### config.mk
export PLATFORM = sky130hd
export DESIGN_NAME = dpu_pio_arbiter
export DESIGN_NICKNAME = d
export VERILOG_FILES = /design/src/rtl/dpu_pio_pkg.sv /design/src/rtl/dpu_rr_picker.sv /design/src/rtl/dpu_pio_arbiter.sv
export SDC_FILE = /design/constraint.sdc
export NUM_CORES = 1
export LEC_CHECK = 0
export CAP_MARGIN = 40
export CELL_PAD_IN_SITES_DETAIL_PLACEMENT = 1
export CELL_PAD_IN_SITES_GLOBAL_PLACEMENT = 2
export CORE_ASPECT_RATIO = 1.4
export CORE_MARGIN = 2
export CORE_UTILIZATION = 25
export CTS_CLUSTER_DIAMETER = 40
export CTS_CLUSTER_SIZE = 30
export DETAILED_ROUTE_END_ITERATION = 10
export PLACE_DENSITY = 0.9
export SETUP_SLACK_MARGIN = 0.02
export SYNTH_ARGS = -nofsm -noshare
export SYNTH_HDL_FRONTEND = slang
export SYNTH_SLANG_ARGS = --single-unit
### constraint.sdc
create_clock -name clk -period 3 [get_ports clk]
set_input_delay 0.6 -clock clk [delete_from_list [all_inputs] [get_ports clk]]
set_output_delay 0.6 -clock clk [all_outputs]
set_load 0.02 [all_outputs]
### src/rtl/dpu_pio_pkg.sv
`default_nettype none
// ============================================================================
// Module   : dpu_pio_pkg
// Purpose  : Shared PIO command encodings, arbiter state type and DPU memory
//            offsets used by the PIO arbiter and the DMA engine.
// Revision : 1.0 - initial release
// ============================================================================
package dpu_pio_pkg;

    // PIO command type encodings understood by dpu_top
    localparam logic [2:0] CMD_WRITE_BYTE       = 3'd0;
    localparam logic [2:0] CMD_READ_BYTE        = 3'd2;
    localparam logic [2:0] CMD_WRITE_SCALE      = 3'd5;
    localparam logic [2:0] CMD_WRITE_LAYER_DESC = 3'd6;

    // Arbiter state machine encoding
    typedef enum logic [1:0] {
        S_ARB      = 2'd0,
        S_ISSUE    = 2'd1,
        S_WAIT_RSP = 2'd2
    } arb_state_t;

    // DPU address-space offsets shared with the DMA engine
    localparam logic [23:0] FMAP_BASE_OFFSET = 24'h010000;
    localparam logic [23:0] BIAS_BASE_OFFSET = 24'h030000;

endpackage
`default_nettype wire

### src/rtl/dpu_rr_picker.sv
`default_nettype none
// ============================================================================
// Module   : dpu_rr_picker
// Purpose  : Combinational round-robin picker. Returns the first active
//            request found searching ptr+1, ptr+2, ... modulo NUM_REQ.
// Revision : 1.0 - initial release
// ============================================================================
module dpu_rr_picker #(
    parameter int NUM_REQ = 2,
    parameter int IDX_W   = $clog2(NUM_REQ)
) (
    input  logic [NUM_REQ-1:0] req,
    input  logic [IDX_W-1:0]   ptr,
    output logic [NUM_REQ-1:0] grant,
    output logic [IDX_W-1:0]   idx,
    output logic               valid
);

    // Walk the offsets in priority order; the first matching active request wins
    always_comb begin
        grant = '0;
        idx   = '0;
        valid = 1'b0;
        for (int off = 1; off <= NUM_REQ; off++) begin
            for (int i = 0; i < NUM_REQ; i++) begin
                if (!valid && req[i] && (i == ((int'(ptr) + off) % NUM_REQ))) begin
                    valid    = 1'b1;
                    idx      = IDX_W'(i);
                    grant[i] = 1'b1;
                end
            end
        end
    end

endmodule
`default_nettype wire

### src/rtl/dpu_pio_arbiter.sv
`default_nettype none
// ============================================================================
// Module   : dpu_pio_arbiter
// Purpose  : Shares the DPU PIO command/response port between NUM_REQ
//            requesters with per-command round-robin, optional grant lock,
//            read-response routing and a read-response timeout.
// Revision : 1.0 - initial release
// ============================================================================
module dpu_pio_arbiter
    import dpu_pio_pkg::*;
#(
    parameter int NUM_REQ     = 2,
    parameter int ADDR_BITS   = 24,
    parameter int RSP_TIMEOUT = 1024
) (
    input  logic                         clk,
    input  logic                         rst_n,
    input  logic [NUM_REQ-1:0]           req_cmd_valid,
    output logic [NUM_REQ-1:0]           req_cmd_ready,
    input  logic [NUM_REQ*3-1:0]         req_cmd_type,
    input  logic [NUM_REQ*ADDR_BITS-1:0] req_cmd_addr,
    input  logic [NUM_REQ*8-1:0]         req_cmd_data,
    input  logic [NUM_REQ-1:0]           req_lock,
    output logic [NUM_REQ-1:0]           req_rsp_valid,
    output logic [7:0]                   req_rsp_data,
    output logic                         cmd_valid,
    output logic [2:0]                   cmd_type,
    output logic [ADDR_BITS-1:0]         cmd_addr,
    output logic [7:0]                   cmd_data,
    input  logic                         cmd_ready,
    input  logic                         rsp_valid,
    input  logic [7:0]                   rsp_data,
    output logic [$clog2(NUM_REQ)-1:0]   grant_id,
    output logic                         busy,
    output logic                         timeout_err,
    input  logic                         err_clr
);

    localparam int               IDX_W    = $clog2(NUM_REQ);
    localparam int               TMO_W    = $clog2(RSP_TIMEOUT) + 1;
    localparam logic [TMO_W-1:0] TMO_LAST = TMO_W'(RSP_TIMEOUT - 1);

    arb_state_t           r_state;
    arb_state_t           w_state_next;
    logic [IDX_W-1:0]     r_ptr;
    logic [IDX_W-1:0]     r_owner;
    logic                 r_lock_hold;
    logic [TMO_W-1:0]     r_tmo_cnt;

    logic [NUM_REQ-1:0]   w_owner_oh;
    logic [NUM_REQ-1:0]   w_cand;
    logic [NUM_REQ-1:0]   w_pick_oh;
    logic [IDX_W-1:0]     w_pick_idx;
    logic                 w_pick_valid;
    logic                 w_accept;
    logic                 w_handoff;
    logic                 w_complete;
    logic                 w_tmo_fire;

    logic [2:0]           w_type [NUM_REQ];
    logic [ADDR_BITS-1:0] w_addr [NUM_REQ];
    logic [7:0]           w_data [NUM_REQ];

    generate
        for (genvar gi = 0; gi < NUM_REQ; gi++) begin : g_unpack
            assign w_type[gi] = req_cmd_type[gi*3 +: 3];
            assign w_addr[gi] = req_cmd_addr[gi*ADDR_BITS +: ADDR_BITS];
            assign w_data[gi] = req_cmd_data[gi*8 +: 8];
        end
    endgenerate

    // While the lock is held only the current owner may compete
    assign w_owner_oh = NUM_REQ'(1) << r_owner;
    assign w_cand     = r_lock_hold ? (req_cmd_valid & w_owner_oh) : req_cmd_valid;

    dpu_rr_picker #(
        .NUM_REQ (NUM_REQ),
        .IDX_W   (IDX_W)
    ) u_picker (
        .req   (w_cand),
        .ptr   (r_ptr),
        .grant (w_pick_oh),
        .idx   (w_pick_idx),
        .valid (w_pick_valid)
    );

    assign grant_id = r_owner;
    assign busy     = (r_state != S_ARB);

    // State register
    always_ff @(posedge clk or negedge rst_n) begin
        if (!rst_n) r_state <= S_ARB;
        else        r_state <= w_state_next;
    end

    // Next-state decode
    always_comb begin
        w_state_next = r_state;
        case (r_state)
            S_ARB:      if (w_accept)   w_state_next = S_ISSUE;
            S_ISSUE: begin
                if (w_complete)         w_state_next = S_ARB;
                else if (w_handoff)     w_state_next = S_WAIT_RSP;
            end
            S_WAIT_RSP: if (w_complete) w_state_next = S_ARB;
            default:                    w_state_next = S_ARB;
        endcase
    end

    // Handshake outputs and response routing; rsp_valid only matters where a read is pending
    always_comb begin
        req_cmd_ready = '0;
        req_rsp_valid = '0;
        req_rsp_data  = '0;
        w_accept      = 1'b0;
        w_handoff     = 1'b0;
        w_complete    = 1'b0;
        w_tmo_fire    = 1'b0;
        case (r_state)
            S_ARB: begin
                if (w_pick_valid && rst_n) begin
                    req_cmd_ready = w_pick_oh;
                    w_accept      = 1'b1;
                end
            end
            S_ISSUE: begin
                if (cmd_ready) begin
                    if (cmd_type == CMD_READ_BYTE) begin
                        if (rsp_valid) begin
                            req_rsp_valid = w_owner_oh;
                            req_rsp_data  = rsp_data;
                            w_complete    = 1'b1;
                        end else begin
                            w_handoff     = 1'b1;
                        end
                    end else begin
                        w_complete = 1'b1;
                    end
                end
            end
            S_WAIT_RSP: begin
                if (rsp_valid) begin
                    req_rsp_valid = w_owner_oh;
                    req_rsp_data  = rsp_data;
                    w_complete    = 1'b1;
                end else if (r_tmo_cnt == TMO_LAST) begin
                    req_rsp_valid = w_owner_oh;
                    req_rsp_data  = 8'hFF;
                    w_tmo_fire    = 1'b1;
                    w_complete    = 1'b1;
                end
            end
            default: ;
        endcase
    end

    // Command capture, ownership, lock, timeout counter and sticky error
    always_ff @(posedge clk or negedge rst_n) begin
        if (!rst_n) begin
            cmd_valid   <= 1'b0;
            cmd_type    <= '0;
            cmd_addr    <= '0;
            cmd_data    <= '0;
            r_owner     <= '0;
            r_ptr       <= IDX_W'(NUM_REQ - 1);
            r_lock_hold <= 1'b0;
            r_tmo_cnt   <= '0;
            timeout_err <= 1'b0;
        end else begin
            if (w_accept) begin
                cmd_valid <= 1'b1;
                cmd_type  <= w_type[w_pick_idx];
                cmd_addr  <= w_addr[w_pick_idx];
                cmd_data  <= w_data[w_pick_idx];
                r_owner   <= w_pick_idx;
            end
            // A read handed to the DPU must not be presented a second time
            if (w_handoff || w_complete) begin
                cmd_valid <= 1'b0;
            end
            if (w_complete) begin
                r_ptr       <= r_owner;
                r_lock_hold <= req_lock[r_owner];
            end
            // Saturating wait counter so it can never wrap back to a live value
            if (w_handoff) begin
                r_tmo_cnt <= '0;
            end else if ((r_state == S_WAIT_RSP) && (r_tmo_cnt != '1)) begin
                r_tmo_cnt <= r_tmo_cnt + TMO_W'(1);
            end
            if (w_tmo_fire)   timeout_err <= 1'b1;
            else if (err_clr) timeout_err <= 1'b0;
        end
    end

endmodule
`default_nettype wire

After elaboration in Yosys (flattened, before gate mapping)
Index checks and enable logic that the tools add are counted.
{"block": "op_classes", "n_addsub": 3, "eq_ne": 10, "n_bitwise": 4, "order_cmp": 2, "shifts": 1, "reduce_logical": 21, "muxes": 60}
{"cell": "$mux 24", "count": 3}
{"cell": "$logic_not 32->1", "count": 2}
{"cell": "$mux 8", "count": 8}
{"cell": "$mux 1", "count": 28}
{"cell": "$mux 2", "count": 12}
{"cell": "$mux 11", "count": 2}
{"cell": "$pmux 8 s2", "count": 1}
{"cell": "$add 11x1->11 const B", "count": 1}
{"cell": "$eq 11x10->1 const B", "count": 1}
{"cell": "$ne 11x11->1 const B", "count": 1}
{"cell": "$logic_and 1x1->1", "count": 9}
{"cell": "$mux 3", "count": 3}
{"cell": "$reduce_bool 2->1", "count": 4}
{"cell": "$pmux 2 s3", "count": 1}
{"cell": "$eq 2x2->1 const A", "count": 2}
{"cell": "$ne 2x2->1 const B", "count": 2}
{"cell": "$pmux 2 s2", "count": 1}
{"cell": "$eq 3x2->1 const B", "count": 1}
{"cell": "$logic_not 1->1", "count": 3}
{"cell": "$ne 3x3->1 const B", "count": 1}
{"cell": "$reduce_and 3->1", "count": 1}
{"cell": "$add 1x1->1 const B", "count": 2}
{"cell": "$and 1x1->1 const A", "count": 2}
{"cell": "$and 2x2->2", "count": 1}
{"cell": "other kinds (9)", "count": 9}
{"block": "totals", "out_inout_bits": 51, "reg_bits": 53, "elab_cells": 111, "in_bits": 87}

Depth between registers and ports, before layout
Gate-level depths: netlist of the first run.
{"block": "depth", "ltp_word": 22, "mapped_depth": 7, "ltp_nobuf": 6}

Hierarchy
A second synthesis of the first run with hierarchy kept.
{"block": "unflattened", "cells_unflattened": 287, "hier_area_um2": 2763.9}
{"mod": "dpu_pio_arbiter", "instances": 1, "seq_area_each_um2": 1327.5, "cells_per_inst": 282, "area_each_um2": 2731.4}
{"mod": "dpu_rr_picker", "instances": 1, "seq_area_each_um2": 0.0, "cells_per_inst": 5, "area_each_um2": 32.5}

Worst setup path after synthesis of the first run
OpenSTA, ideal clock, no wires.
{"block": "synth_path", "kind": "register to output", "start": "reg r_state[0]", "end": "out req_rsp_valid[1]", "required_time_ns": 2.400, "path_stages_with_launch": 8, "slack_ns": 0.612, "path_buffers": 1, "arrival_ns": 1.788, "cell_sequence": "dfrtp_1 inv_1 ha_1 clkbuf_1 nand2b_1 nor4_4 nand2_1 a21boi_0"}
{"block": "synth_between", "elab_chain_len": 2, "elab_cells_between_ends": 3, "cone_classes": "eq/ne (2); mux (1)"}
{"item": "start, declared", "line": "dpu_pio_arbiter.sv:43", "text": "arb_state_t r_state;"}
{"item": "start signal, assigned", "line": "dpu_pio_arbiter.sv:93", "text": "else r_state <= w_state_next;"}
{"item": "$eq 2x2->1 or $eq 2x1->1 (tied branches)", "line": "dpu_pio_arbiter.sv:119", "text": "case (r_state)"}
{"item": "$pmux 2 s2 *", "line": "dpu_pio_arbiter.sv:119"}
{"item": "end, declared", "line": "dpu_pio_arbiter.sv:24", "text": "output logic [NUM_REQ-1:0] req_rsp_valid,"}
Every way passes the cells marked *; elsewhere a longest branch is shown, timed or not.

Final worst setup path of the first run
{"block": "layout_path", "start": "in req_cmd_valid[0]", "end": "out req_cmd_ready[0]"}
{"block": "layout_between", "elab_chain_len": 19, "elab_cells_between_ends": 20, "cone_classes": "mux (8); bitwise (1); reduce/logical (11)"}
{"item": "start, declared", "line": "dpu_pio_arbiter.sv:18", "text": "input logic [NUM_REQ-1:0] req_cmd_valid,"}
{"item": "$and 2x2->2", "line": "dpu_pio_arbiter.sv:74", "text": "assign w_cand = r_lock_hold ? (req_cmd_valid & w_owner_oh) : req_cmd_valid;"}
{"item": "$mux 2 *", "line": "dpu_pio_arbiter.sv:74"}
{"item": "$logic_and 1x1->1", "line": "dpu_rr_picker.sv:26", "text": "if (!valid && req[i] && (i == ((int'(ptr) + off) % NUM_REQ))) begin"}
{"item": "$mux 1", "line": "dpu_rr_picker.sv:26"}
{"item": "$logic_not 1->1", "line": "dpu_rr_picker.sv:26"}
{"item": "$logic_and 1x1->1 (2 in series)", "line": "dpu_rr_picker.sv:26"}
{"item": "$mux 1", "line": "dpu_rr_picker.sv:26"}
{"item": "$logic_not 1->1", "line": "dpu_rr_picker.sv:26"}
{"item": "$logic_and 1x1->1 (2 in series)", "line": "dpu_rr_picker.sv:26"}
{"item": "$mux 1", "line": "dpu_rr_picker.sv:26"}
{"item": "$logic_not 1->1", "line": "dpu_rr_picker.sv:26"}
{"item": "$logic_and 1x1->1 (2 in series)", "line": "dpu_rr_picker.sv:26"}
{"item": "$mux 1", "line": "dpu_rr_picker.sv:26"}
{"item": "$logic_and 1x1->1", "line": "dpu_pio_arbiter.sv:121", "text": "if (w_pick_valid && rst_n) begin"}
{"item": "$mux 2 *", "line": "dpu_pio_arbiter.sv:121"}
{"item": "$mux 2 *", "line": "dpu_pio_arbiter.sv:119"}
{"item": "end, declared", "line": "dpu_pio_arbiter.sv:19", "text": "output logic [NUM_REQ-1:0] req_cmd_ready,"}
Marked as above.

==> flow_metrics.env, run 1 <==
export IMPL_status="complete, no violations"
export IMPL_grt_busiest_layer="met2"
export IMPL_gp_congestion=0.768
export IMPL_hold_viol=0
export IMPL_ys_types=48
export IMPL_die_area_um2=12300
export IMPL_critPathSlowestCell="or3b_2"
export IMPL_yosys_warnings=0
export IMPL_initial_utilization_pct=25.4
export IMPL_p_sw_share_pct=39.6
export IMPL_grt_pass1_wl_mm=13.9
export IMPL_ys_seq_elements=53
export IMPL_power_switching_mw=1.58
export IMPL_synth_avg_cell_area_um2=9.98
export IMPL_finClkSkew_ns=0.00559
export IMPL_min_from="cmd_addr[18]"
export IMPL_tightest_slew_ns=0.885
export IMPL_grtUsageTotal_pct=14.1
export IMPL_totalWireLength_mm=8.58
export IMPL_drive_gt1_share_pct=9.24
export IMPL_syn_cell_area_um2=2850
export IMPL_cts_sinks=53
export IMPL_overflow=0
export IMPL_use_met2_pct=26.9
export IMPL_clockBufferDepth=2
export IMPL_die_y_um=130
export IMPL_critPathLaunchType="input pin"
export IMPL_synth_top_cells_by_area="dfrtp_1 46%, mux2i_1 13%, o21ai_0 6.9%"
export IMPL_fmax_ghz=0.349
export IMPL_r2r_start="r_tmo_cnt[0]"
export IMPL_synth_edf_count=0
export IMPL_critPathMaxFanout=3
export IMPL_syn_to_final_growth_pct=63.3
export IMPL_async_flop_share_pct=100
export IMPL_grt_pass1_vias=2902
export IMPL_place_hpwl_mm=6.89
export IMPL_rows=46
export IMPL_ys_top_cells_by_count="52 x dfrtp_1, 43 x nand2_1, 39 x o21ai_0"
export IMPL_postSynthCellCount=285
export IMPL_p_comb_share_pct=50.3
export IMPL_finalSetupViolCount=0
export IMPL_crit_start="req_cmd_valid[0]"
export IMPL_die_w_um=94.2
export IMPL_internal_power_mw=2.41
export IMPL_cts_htree_levels=2
export IMPL_fin_crit_sh_pct=95.6
export IMPL_dpl_instance_area_um2=4460
export IMPL_dr_pass1_iters=4
export IMPL_slew_headroom_pct=40.7
export IMPL_syn_num_nets=376
export IMPL_root_buffer="clkbuf_16"
export IMPL_yosysMostFrequentCell="dfrtp_1"
export IMPL_grt_setup_unrepaired="false"
export IMPL_end_kind="output port"
export IMPL_io_buffers=137
export IMPL_slowest_delay_ns=0.54
export IMPL_n_fill_cell=1284
export IMPL_vdd_ir_drop_max_mv=0.314
export IMPL_tns_ns=0
export IMPL_num_vias=2706
export IMPL_antenna_found_initial=0
export IMPL_drt_initial_drc_count=66
export IMPL_pin_count=138
export IMPL_coreArea_um2=11200
export IMPL_max_cap_violations=0
export IMPL_vias_per_cell=4.69
export IMPL_wl_per_cell_um=14.9
export IMPL_power_leakage_nw=2.13
export IMPL_slew_violations=0
export IMPL_p_per_area_nw_per_um2=860
export IMPL_insertedDiodeCount=0
export IMPL_post_place_ws_ns=-0.0975
export IMPL_cts_buffers=5
export IMPL_stdcell_area_um2=4650
export IMPL_cts_tree="built"
export IMPL_ys_seq_area_share_pct=46.7
export IMPL_final_antenna_net_count=0
export IMPL_worstPathRequired_ns=2.40
export IMPL_path_cells="clkdlybuf4s50_1 > or3b_2 > o2111a_1 > and3_1 > dlygate4sd2_1"
export IMPL_seqPwrFrac_pct=32.8
export IMPL_setup_ws_ns=0.133
export IMPL_finalCriticalPeriod_ns=2.87
export IMPL_drc=0
export IMPL_nets=523
export IMPL_synthFlopType="dfrtp_1"
export IMPL_path_class="input pin to output port"
export IMPL_fin_util_pct=41.4
export IMPL_clkPwrFrac_pct=16.8
export IMPL_clkTransAtPathRegs_ns=0.07
export IMPL_yosysTopAreaCellShare_pct=45.7
export IMPL_cp_data_arrival_time_ns=2.27
export IMPL_use_met1_pct=15.4
export IMPL_yosys_area_top_type="dfrtp_1"
export IMPL_hold_path_class="register to register"
export IMPL_grt_max_degree=72
export IMPL_use_met3_pct=4.04
export IMPL_insertion_delay_ns=0.29
[path summary, 6_finish.rpt]
kind,endpoint,slack [ns],cells after the start
worst max-delay path,req_cmd_ready[0],0.13,5
worst min-delay path,cmd_addr[18],0.48,2
worst max register to register,r_tmo_cnt[4],0.95,6
worst min register to register,cmd_addr[18],0.48,2
max in group asynchronous,r_tmo_cnt[9],1.96,2
min in group asynchronous,cmd_addr[0],0.56,2
[layout make-up]
type | count | area [um^2] | share of cell area [%]
sequential | 53 | 1330 | 28.6
multi-input combinational | 210 | 1440 | 31.0
clock buffer | 7 | 143 | 3.07
tap | 144 | 180 | 3.88
clock inverter | 1 | 30.0 | 0.646
timing repair buffer | 155 | 1500 | 32.3
inverter | 7 | 26.3 | 0.566
[metrics by stage]
stage | hold WS, ns | instances | power [mW]
2_1_floorplan | 0.304 | 285 | 2.40
3_3_place_gp | 0.462 | 568 | 3.30
3_5_place_dp | 0.470 | 568 | 3.38
4_1_cts | 0.486 | 577 | 4.07
5_1_grt | 0.512 | 577 | 4.30
6_report | 0.478 | 577 | 4.00
[power by group through the flow]
stage / clock, mW / sequential (mW) / combinational [mW]
final: 0.673 / 1.31 / 2.01
after global routing: 0.719 / 1.37 / 2.21
after CTS: 0.699 / 1.32 / 2.05
after detailed placement: 0 / 1.33 / 2.05
after global placement: 0 / 1.30 / 2.00
after floorplan: 0 / 1.57 / 0.829
[layout by cell type, fill, tap and decap left out, types with 2 or more instances in the layout]
cell	count
a21boi_0	2
a21o_1	10
a21oi_1	8
buf_4	18
clkbuf_16	5
clkdlybuf4s15_1	8
clkdlybuf4s50_1	124
dfrtp_1	52
dlygate4sd2_1	3
ha_1	3
inv_1	7
mux2i_1	37
nand2_1	43
nand2b_1	2
nand3_1	8
nand3b_1	3
nand4_1	2
nor2_1	9
nor3b_2	2
o211ai_1	2
o21ai_0	39
o21ai_1	3
o311ai_0	3
o31ai_1	2
or3_1	5
or4_1	3
[cell families (layout without fill, tap and decap cells)]
kind of cell / Yosys count / count (layout) / synth area share [%]
AO/OA/AOI/OAI: 76 / 76 / 16.3
flip-flops: 53 / 53 / 46.7
buffers and inverters: 22 / 170 / 3.61
adder cells (fa/ha/maj): 4 / 4 / 1.76
XOR/XNOR: 1 / 1 / 0.308
multiplexers: 38 / 38 / 13.4
AND/OR/NAND/NOR: 91 / 91 / 17.9
[critical path, delay by kind of cell]
family | cells | cell delay [ns]
AOI/OAI and AO/OA | 1 | 0.19
buffers and inverters | 2 | 0.75
and+or+nand+nor | 2 | 0.71
[layer usage]
layer	vias to the layer above	wire, um	share of wire (%)
met5	-	0	0
met4	0	85	0.99
met3	7	628	7.3
met2	94	4610	54
met1	1294	3260	38
li1	1311	-	-
[repair_timing]
action / CTS / global route
setup endpoints to repair: 12 / 9
resized for setup: 13 / 9
cloned: 0 / 0
setup buffers: 1 / 0
hold buffers: 0 / 0
[state kept, by name, summed over array words and instances (netlist names)]
name,cells
r_lock_hold,1
r_state,2
grant_id,1
r_ptr,1
cmd_valid,1
cmd_type,3
cmd_data,8
r_tmo_cnt,11
cmd_addr,24
timeout_err,1
(Power assumes the default switching activity.)
==> run 2, diff against run 1 <==
GPL_ROUTABILITY_DRIVEN = 0   (was unset)
==> results of run 2 <==
Final layout, timing and power as in run 1 (identical DEF).
